===== src/rtl/mat_pkg.sv =====
// Shared defaults, index-width derivation, FSM encoding and element addressing
// for the matrix result serializer.
package mat_pkg;

  localparam int DATA_W_DEF = 8;
  localparam int DIM_DEF    = 2;

  typedef enum logic {
    IDLE = 1'b0,
    SEND = 1'b1
  } state_t;

  function automatic int idx_w(input int dim);
    return (dim > 1) ? $clog2(dim) : 1;
  endfunction

  // Bit offset of element (r,c) inside the flattened row-major result word.
  function automatic int elem_off(input int r, input int c, input int dim, input int data_w);
    return (r * dim + c) * data_w;
  endfunction

endpackage


===== src/rtl/mat_idx_counter.sv =====
// Row-major (row, col) index walker over a DIM x DIM matrix.
module mat_idx_counter
  import mat_pkg::*;
#(
  parameter int DIM   = DIM_DEF,
  parameter int IDX_W = idx_w(DIM)
) (
  input  logic             clk_80,
  input  logic             rst_80,
  input  logic             clr,
  input  logic             inc,
  output logic [IDX_W-1:0] row,
  output logic [IDX_W-1:0] col,
  output logic             at_last
);

  localparam logic [IDX_W-1:0] MAX_IDX = IDX_W'(DIM - 1);

  assign at_last = (row == MAX_IDX) && (col == MAX_IDX);

  always_ff @(posedge clk_80 or posedge rst_80) begin
    if (rst_80) begin
      row <= '0;
      col <= '0;
    end else if (clr) begin
      row <= '0;
      col <= '0;
    end else if (inc) begin
      if (col == MAX_IDX) begin
        col <= '0;
        row <= (row == MAX_IDX) ? '0 : row + 1'b1;
      end else begin
        col <= col + 1'b1;
      end
    end
  end

endmodule


===== src/rtl/mat_result_serializer.sv =====
// Captures a parallel DIM x DIM result word and drains it one element per
// valid/ready transfer in row-major order.
module mat_result_serializer
  import mat_pkg::*;
#(
  parameter int DATA_W = DATA_W_DEF,
  parameter int DIM    = DIM_DEF,
  parameter int IDX_W  = idx_w(DIM)
) (
  input  logic                       clk_80,
  input  logic                       rst_80,
  input  logic                       load_80,
  input  logic [DIM*DIM*DATA_W-1:0]  mat_80,
  input  logic                       ready_80,
  output logic                       busy_80,
  output logic                       valid_80,
  output logic [DATA_W-1:0]          dout_80,
  output logic [IDX_W-1:0]           row_80,
  output logic [IDX_W-1:0]           col_80,
  output logic                       last_80,
  output logic                       done_80,
  output logic                       overrun_80
);

  state_t                      state, state_nxt;
  logic [DIM*DIM*DATA_W-1:0]   shadow;
  logic [DATA_W-1:0]           elems [DIM][DIM];
  logic                        at_last;
  logic                        xfer;
  logic                        capture;
  logic                        done_q;
  logic                        overrun_q;

  assign xfer    = (state == SEND) && ready_80;
  assign capture = (state == IDLE) && load_80;

  mat_idx_counter #(
    .DIM   (DIM),
    .IDX_W (IDX_W)
  ) u_idx (
    .clk_80  (clk_80),
    .rst_80  (rst_80),
    .clr     (capture),
    .inc     (xfer),
    .row     (row_80),
    .col     (col_80),
    .at_last (at_last)
  );

  for (genvar gr = 0; gr < DIM; gr++) begin : g_row
    for (genvar gc = 0; gc < DIM; gc++) begin : g_col
      assign elems[gr][gc] = shadow[elem_off(gr, gc, DIM, DATA_W) +: DATA_W];
    end
  end

  always_ff @(posedge clk_80 or posedge rst_80) begin
    if (rst_80) begin
      state <= IDLE;
    end else begin
      state <= state_nxt;
    end
  end

  always_comb begin
    state_nxt = state;
    case (state)
      IDLE:    if (load_80) state_nxt = SEND;
      SEND:    if (xfer && at_last) state_nxt = IDLE;
      default: state_nxt = IDLE;
    endcase
  end

  always_comb begin
    busy_80  = 1'b0;
    valid_80 = 1'b0;
    dout_80  = '0;
    last_80  = 1'b0;
    if (state == SEND) begin
      busy_80  = 1'b1;
      valid_80 = 1'b1;
      dout_80  = elems[row_80][col_80];
      last_80  = at_last;
    end
  end

  // Loads arriving while a matrix is still draining are dropped and flagged.
  always_ff @(posedge clk_80 or posedge rst_80) begin
    if (rst_80) begin
      shadow    <= '0;
      done_q    <= 1'b0;
      overrun_q <= 1'b0;
    end else begin
      if (capture) shadow <= mat_80;
      done_q <= xfer && at_last;
      if ((state == SEND) && load_80) overrun_q <= 1'b1;
    end
  end

  assign done_80    = done_q;
  assign overrun_80 = overrun_q;

endmodule


===== config.mk =====
export PLATFORM = sky130hd
export DESIGN_NAME = mat_result_serializer
export DESIGN_NICKNAME = d
export VERILOG_FILES = /design/src/rtl/mat_pkg.sv /design/src/rtl/mat_idx_counter.sv /design/src/rtl/mat_result_serializer.sv
export SDC_FILE = /design/constraint.sdc
export NUM_CORES = 1
export LEC_CHECK = 0
export CORE_ASPECT_RATIO = 1.75
export CORE_MARGIN = 2
export CORE_UTILIZATION = 30
export DETAILED_ROUTE_END_ITERATION = 8
export HOLD_SLACK_MARGIN = 0.06
export PLACE_DENSITY_LB_ADDON = 0.3
export SYNTH_ARGS = -nofsm -noshare
export SYNTH_HDL_FRONTEND = slang
export SYNTH_HIERARCHICAL = 1
export SYNTH_SLANG_ARGS = --single-unit

===== constraint.sdc =====
create_clock -name clk_80 -period 1.15 [get_ports clk_80]
set_input_delay 0.1725 -clock clk_80 [delete_from_list [all_inputs] [get_ports clk_80]]
set_output_delay 0.1725 -clock clk_80 [all_outputs]
set_load 0.03 [all_outputs]

# Yosys cells after proc, flatten, opt, wreduce, memory -nomap -nowiden
# Index checks and enable logic that the tools add are counted.
dict set report word_totals {
  output_inout_bits 15
  input_bits 36
  word_cells 40
  reg_bits 37
}
dict set report classes {
  addsub 2
  n_bitwise 3
  order_cmp 2
  n_reduce_logical 8
  mux 19
}
# cell count
set ops {}
lappend ops {{2-to-1 mux 16 bit} 3}
lappend ops {{2-to-1 mux 8 bit} 4}
lappend ops {{2-to-1 mux 1 bit} 11}
lappend ops {{logical AND 1 bit} 5}
lappend ops {{>= comparator 2 bit, second input constant} 2}
lappend ops {{NOT 1 -> 2 bit} 2}
lappend ops {{nonzero test 2 bit} 2}
lappend ops {{adder 1 bit, second input constant} 2}
lappend ops {{case mux 1 bit (2 select lines)} 1}
lappend ops {{AND reduction 2 bit} 1}
lappend ops {{NOT 1 bit} 1}

# Depth between registers and ports, before layout
# Gate-level depths: netlist of the first run.
dict set report depth {
  depth_word 8
  ltp_mapped 4
  mapped_depth_nobuf 3
}

# Cells and area by module
# Netlist of the first run, hierarchy kept.
# module area_per_inst_um2 cells_each seq_area_each_um2 instances
set by_module_without_submodules {}
lappend by_module_without_submodules {mat_result_serializer 1711.6 109 875.8 1}
lappend by_module_without_submodules {mat_idx_counter 100.1 9 50.0 1}

# Worst setup path before layout of the first run
# No wires, ideal clock.
dict set report synth_path {
  path_type {register to output}
  startpoint {register u_idx.col}
  endpoint {output port dout_80[0]}
  arrival_time_ns 1.640
  slack_ns -0.662
  stages_incl_launch_ff 5
  required_ns 0.978
  path_buffers 2
  cell_sequence {dfrtp_1 buf_2 buf_4 mux2i_1 o22ai_1}
}
dict set report synth_between {
  elab_chain_len 5
}
# item line_no
set synth_rtl {}
lappend synth_rtl {{start, declared} mat_idx_counter.sv:13} ;# output logic [IDX_W-1:0] col,
lappend synth_rtl {{start signal, assigned} mat_idx_counter.sv:33} ;# col <= col + 1'b1;
lappend synth_rtl {{NOT 1 -> 2 bit (not written as such)} mat_result_serializer.sv:81} ;# dout_80 = elems[row_80][col_80];
lappend synth_rtl {{2-to-1 mux 8 bit (not written as such) (3 in a row)} mat_result_serializer.sv:81}
lappend synth_rtl {{2-to-1 mux 8 bit} mat_result_serializer.sv:78} ;# if (state == SEND) begin
lappend synth_rtl {{end, declared} mat_result_serializer.sv:17} ;# output logic [DATA_W-1:0] dout_80,
# Every way passes these cells. The select of a mux whose other input is x is not followed.

# Final worst setup path of the first run
# Ends and elaborated chain as after synthesis.

==> flow_summary.ini, run 1 <==
[outcome]
status = finished with violations
failed_checks = negative setup slack

[place]
port_buffers = 50
hpwl_um = 3050
place_congestion = 0.794
placed_area_um2 = 2540

[die]
rows = 37
fp.dieW_um = 62.7
start_util_pct = 30.8
coreArea_um2 = 5880
die_h_um = 107
io-pin-count = 51
dieArea_um2 = 6700

[layout]
final_util_pct = 51.1
antenna_cells = 0
layout-drive-gt1-share_pct = 57.0
syn_to_final_growth_pct = 65.8
final_nets = 228
fill_cells = 508
final_area_um2 = 3000

[routing]
via_per_inst = 4.57
dr_total_vias = 1239
detail-route-antenna-nets = 0
drt_iter0_markers = 19
post_drt_wl_per_cell_um = 17.5
firstDrtPassIters = 4
drc = 0
wl_um = 4750

[grt]
grt.overflow.total = 0
grt_pass1_vias = 1421
antenna_found_initial = 0
grtUsageTotal_pct = 14.5
grt_pass1_wl_um = 7380
grt_start_max_net_pins = 36

[setup_path]
crit_chain = buf_12 > mux2i_4 > o22ai_4 > buf_6
worstSetupEndpointType = output port
r2r_start = state$_DFF_PP0_
crit_path_start = u_idx/col$_DFFE_PP0P_
critical-path-slowest-cell = dfrtp_2
worst_ep_arrival_time_ps = 1440
crit_family = flip-flops
cp-start-kind = flip-flop
crit_type = reg -> out
cp_max_fo = 8
worst-path-buf-inv = 2
slowest_delay_ps = 460
required_ps = 980

[timing]
slew_headroom_pct = 88.6
finalCritPeriodShare_pct = 140
skew_ps = 4.78
hold_viol_final = 0
setup_ws_ps = -460
tightest_slew_ps = 166
max_freq_mhz = 621
rsz0062_at_grt = yes
timing.hold.ws_ps = 474
period_needed_ps = 1610
setup_viol = 48
finalSetupTns_ps = -13850
slew_violations = 0

[yosys]
postSynth.asyncResetShare_pct = 100
synth-main-ff-cell = dfrtp_1
ys_types = 22
syn_avg_cell_area_um2 = 15.4
syn-num-nets = 154
yosysTopAreaCell = dfrtp_1
synth.ff_latch_count = 37
synth_edf_count = 0
synth.most_common_cell = dfrtp_1
ys_seq_area_share_pct = 51.1
synth_top_area_share_pct = 51.1
syn_inst = 118
synth_area_um2 = 1810
synth_area_leaders = dfrtp_1, mux2_4, mux2i_1
yosysWarnings = 6
synth_commonest_cells = dfrtp_1, mux2_4, mux2i_1, o22ai_1

[cts]
cts_buffers = 5
clkTransAtPathRegs_ps = 80
tritoncts = built
clock_path_buffers = 2
clock_sinks = 37
clock_insertion_delay_worst_skew_ps = 290
cts-root-buf = clkbuf_8
cts-htree-levels = 2

[min_path]
hp-start = overrun_80$_DFFE_PP0P_
hold_path.class = reg -> reg

[power_and_ir_drop]
pwr-share-seq_pct = 27.9
sw_frac_of_total_pct = 37.6
p_int_mw = 5.80
finalPower_mw = 9.28
ir_drop_v = 0.00149
power_density_nw_per_um2 = 3090
power_frac_clock_pct = 9.4
power_frac_comb_pct = 62.7
leakage_nw = 1.27
switchingPower_mw = 3.49

[job]
maxCapViolCount = 0
## what timing repair did
item                                   4_1_cts  5_1_grt
endpoints found under the hold margin        2        0
buffers inserted                             4       11
gates cloned                                 2        1
setup endpoints to repair                   47       49
gates resized for setup                     38       27
pin swaps                                    7        4
hold buffers                                 1        0
## cells in the final DEF (no fill, tap or decap), types with 2 or more instances in the layout
| master | count |
|---|---|
| and2_4 | 3 |
| dfrtp_2 | 2 |
| buf_6 | 21 |
| mux2i_4 | 10 |
| buf_4 | 7 |
| dfrtp_1 | 35 |
| nor2_1 | 2 |
| mux2i_2 | 4 |
| o22ai_2 | 5 |
| inv_1 | 2 |
| buf_12 | 9 |
| o22ai_4 | 3 |
| clkinv_2 | 2 |
| clkbuf_8 | 5 |
| mux2_4 | 32 |
| clkdlybuf4s50_1 | 35 |
| mux2i_1 | 2 |
## power groups by stage
stage	clock (mW)	sequential (mW)	combinational (mW)
2_1_floorplan	0	2.36	3.22
3_3_place_gp	0	2.32	4.49
3_5_place_dp	0	2.37	4.62
4_1_cts	0.914	2.52	5.54
5_1_grt	0.959	2.65	6.11
6_report	0.874	2.59	5.82
## state kept, by name, summed over array words and instances, names as in the netlist
name,cells
u_idx/col,1
overrun_80,1
state,1
done_80,1
shadow,32
u_idx/row,1
## layer usage
metal / vias up / share of wire, % / GRT usage (%) / routed length, um
met3: 9 / 4.7 / 3.67 / 224
met2: 40 / 55 / 24.1 / 2630
met1: 618 / 37 / 17.2 / 1770
met4: 0 / 2.5 / 7.30 / 118
met5: - / 0 / 0 / 0
li1: 572 / - / - / -
## final cells by class
class	instances	area (um2)	share of cell area [%]
multi-input combinational	71	1020	33.9
sequential	37	928	30.9
clock buffer	6	72.6	2.42
timing repair buffer	75	870	28.9
tap	78	97.6	3.25
clock inverter	2	10.0	0.333
inverter	2	7.51	0.250
## worst paths after layout
kind	end	slack [ps]	depth (start not counted)
max	dout_80[0]	-460	4
max reg2reg	shadow[13]$_DFFE_PP0P_	-310	5
min reg2reg	overrun_80$_DFFE_PP0P_	470	1
max in group asynchronous	state$_DFF_PP0_	140	4
min in group asynchronous	u_idx/col$_DFFE_PP0P_	600	3
min	overrun_80$_DFFE_PP0P_	470	1
## per-stage QoR
step / std cells / setup slack [ps]
floorplan: 118 / -295
detailed placement: 249 / -382
global route: 271 / -497
finish: 271 / -460
CTS: 264 / -456
global placement: 249 / -343
## cells by family after synthesis
logic type | after synthesis | share of synthesized area (%)
xor gates and xnor gates | 1 | 0.484
muxes | 48 | 34.7
buffers and inverters | 10 | 5.66
AOI/OAI and AO/OA | 11 | 4.28
DFF | 37 | 51.1
and+or+nand+nor | 11 | 3.73
Power figures use the tool's default switching activity.
==> run 2: changes to the inputs <==
--- a/config.mk
+++ b/config.mk
@@ -10,7 +10,6 @@
 export CORE_UTILIZATION = 30
 export DETAILED_ROUTE_END_ITERATION = 8
 export HOLD_SLACK_MARGIN = 0.06
-export PLACE_DENSITY_LB_ADDON = 0.3
 export SYNTH_ARGS = -nofsm -noshare
 export SYNTH_HDL_FRONTEND = slang
 export SYNTH_HIERARCHICAL = 1
==> run 2 against run 1 <==
Global-route usage fell by 0.35 points. Hold slack got worse by 390 ps. Cell count fell by 0.37%. Highest routed layer unchanged. Register-to-register slack improved by 50 ps. Critical endpoint is now dout_80[4]. Count of clock-buffer cells in the layout rose by 2. First-iteration DRC count fell by 74%. Clock skew rose by 0.56 ps. Sequential share of layout area rose by 0.56 points. Sequential power fell by 3%. Largest power group unchanged. The flow still finishes with violations (negative setup slack).
==> flow_summary.ini, run 2 (synthesized netlist as in run 1, its figures left out) <==
[outcome]
status = finished with violations
failed_checks = negative setup slack

[timing]
hold_viol_final = 0
period_needed_ps = 1590
skew_ps = 5.33
slew_violations = 0
setup_ws_ps = -441
setup_viol = 46
finalSetupTns_ps = -12140
finalCritPeriodShare_pct = 138
slew_headroom_pct = 80.7
rsz0062_at_grt = yes
timing.hold.ws_ps = 83.6
tightest_slew_ps = 289
max_freq_mhz = 628

[job]
maxCapViolCount = 0

[routing]
wl_um = 4660
via_per_inst = 4.61
post_drt_wl_per_cell_um = 17.2
firstDrtPassIters = 4
detail-route-antenna-nets = 0
drc = 0
dr_total_vias = 1244
drt_iter0_markers = 5

[cts]
cts_hold_buf = 0
clock_sinks = 37
cts-root-buf = clkbuf_8
clock_insertion_delay_worst_skew_ps = 290
clkTransAtPathRegs_ps = 80
cts_buffers = 5
cts-htree-levels = 2
clock_path_buffers = 2
tritoncts = built

[die]
io-pin-count = 51
die_h_um = 107
coreArea_um2 = 5880
rows = 37
start_util_pct = 30.8
fp.dieW_um = 62.7
dieArea_um2 = 6700

[setup_path]
required_ps = 980
crit_family = flip-flops
worstSetupEndpointType = output port
worst-path-buf-inv = 2
crit_type = reg -> out
slowest_delay_ps = 450
worst_ep_arrival_time_ps = 1420
cp_max_fo = 6
critical-path-slowest-cell = dfrtp_2
reg2reg_slack_ps = -260
crit_chain = buf_8 > mux2i_4 > o22ai_2 > buf_6
cp-start-kind = flip-flop

[grt]
grtUsageTotal_pct = 14.1
grt.overflow.total = 0
grt_start_max_net_pins = 22
grt_pass1_vias = 1449
grt_pass1_wl_um = 7260
antenna_found_initial = 0

[layout]
syn_to_final_growth_pct = 62.8
top_register = shadow
final_cell_mix = dfrtp_1, clkdlybuf4s50_1, mux2_4
layout-drive-gt1-share_pct = 56.3
antenna_cells = 0
final_util_pct = 50.2
largest_register_ffs = 32
final_nets = 227
final_area_um2 = 2950

[power_and_ir_drop]
finalPower_mw = 9.11
power_density_nw_per_um2 = 3090
leakage_nw = 1.26
ir_drop_v = 0.00170

[place]
placed_area_um2 = 2520
port_buffers = 50
place_congestion = 0.710
hpwl_um = 3040

[min_path]
hold_path.class = in -> async
-- run 2: routing by layer --
metal | track usage [%] | part of all wire [%] | up-vias
met3 | 2.41 | 3.2 | 7
met1 | 16.6 | 41 | 641
met5 | 0 | 0 | -
li1 | - | - | 564
met4 | 5.71 | 1.3 | 0
met2 | 25.3 | 54 | 32
-- run 2: area by class of cell --
type,instances,area [um2]
clock buffers,8,90.1
fillers,485,2930
inverters,2,7.51
multi-input cells,71,992
flip-flops and latches,37,928
well taps,78,97.6
repair buffers,74,835
-- run 2: path summary, 6_finish.rpt --
path / start / to / cells after the start
max reg2reg: state$_DFF_PP0_ / shadow[20]$_DFFE_PP0P_ / 5
min reg2reg: overrun_80$_DFFE_PP0P_ / overrun_80$_DFFE_PP0P_ / 1
max: u_idx/col$_DFFE_PP0P_ / dout_80[4] / 4
max in group asynchronous: rst_80 / shadow[25]$_DFFE_PP0P_ / 3
min: rst_80 / u_idx/col$_DFFE_PP0P_ / 2
min in group clk_80: overrun_80$_DFFE_PP0P_ / overrun_80$_DFFE_PP0P_ / 1
-- run 2: worst register-to-register path, cell delays in order, from the launching register on --
cell and delay, ps:
dfrtp_2 440, buf_12 140, nor2b_4 130, buf_12 150
buf_12 130, mux2_4 300
-- run 2: timing repair --
item | 4_1_cts | 5_1_grt
endpoints found under the setup margin | 47 | 48
buffers inserted | 7 | 3
resized for setup | 28 | 24
pin swaps | 0 | 1
gates cloned | 3 | 1
-- run 2: where the power goes --
part	total [mW]	internal (mW)	switching [mW]
Combinational	5.65	3.29	2.36
Sequential	2.51	1.94	0.568
Clock	0.951	0.489	0.461
Total	9.11	5.72	3.39
-- run 2: metrics by stage --
stage,worst slack (ps),std cells
after global routing,-489,270
after global placement,-358,252
final,-441,270
after CTS,-455,270
after floorplan,-295,118
after detailed placement,-405,252
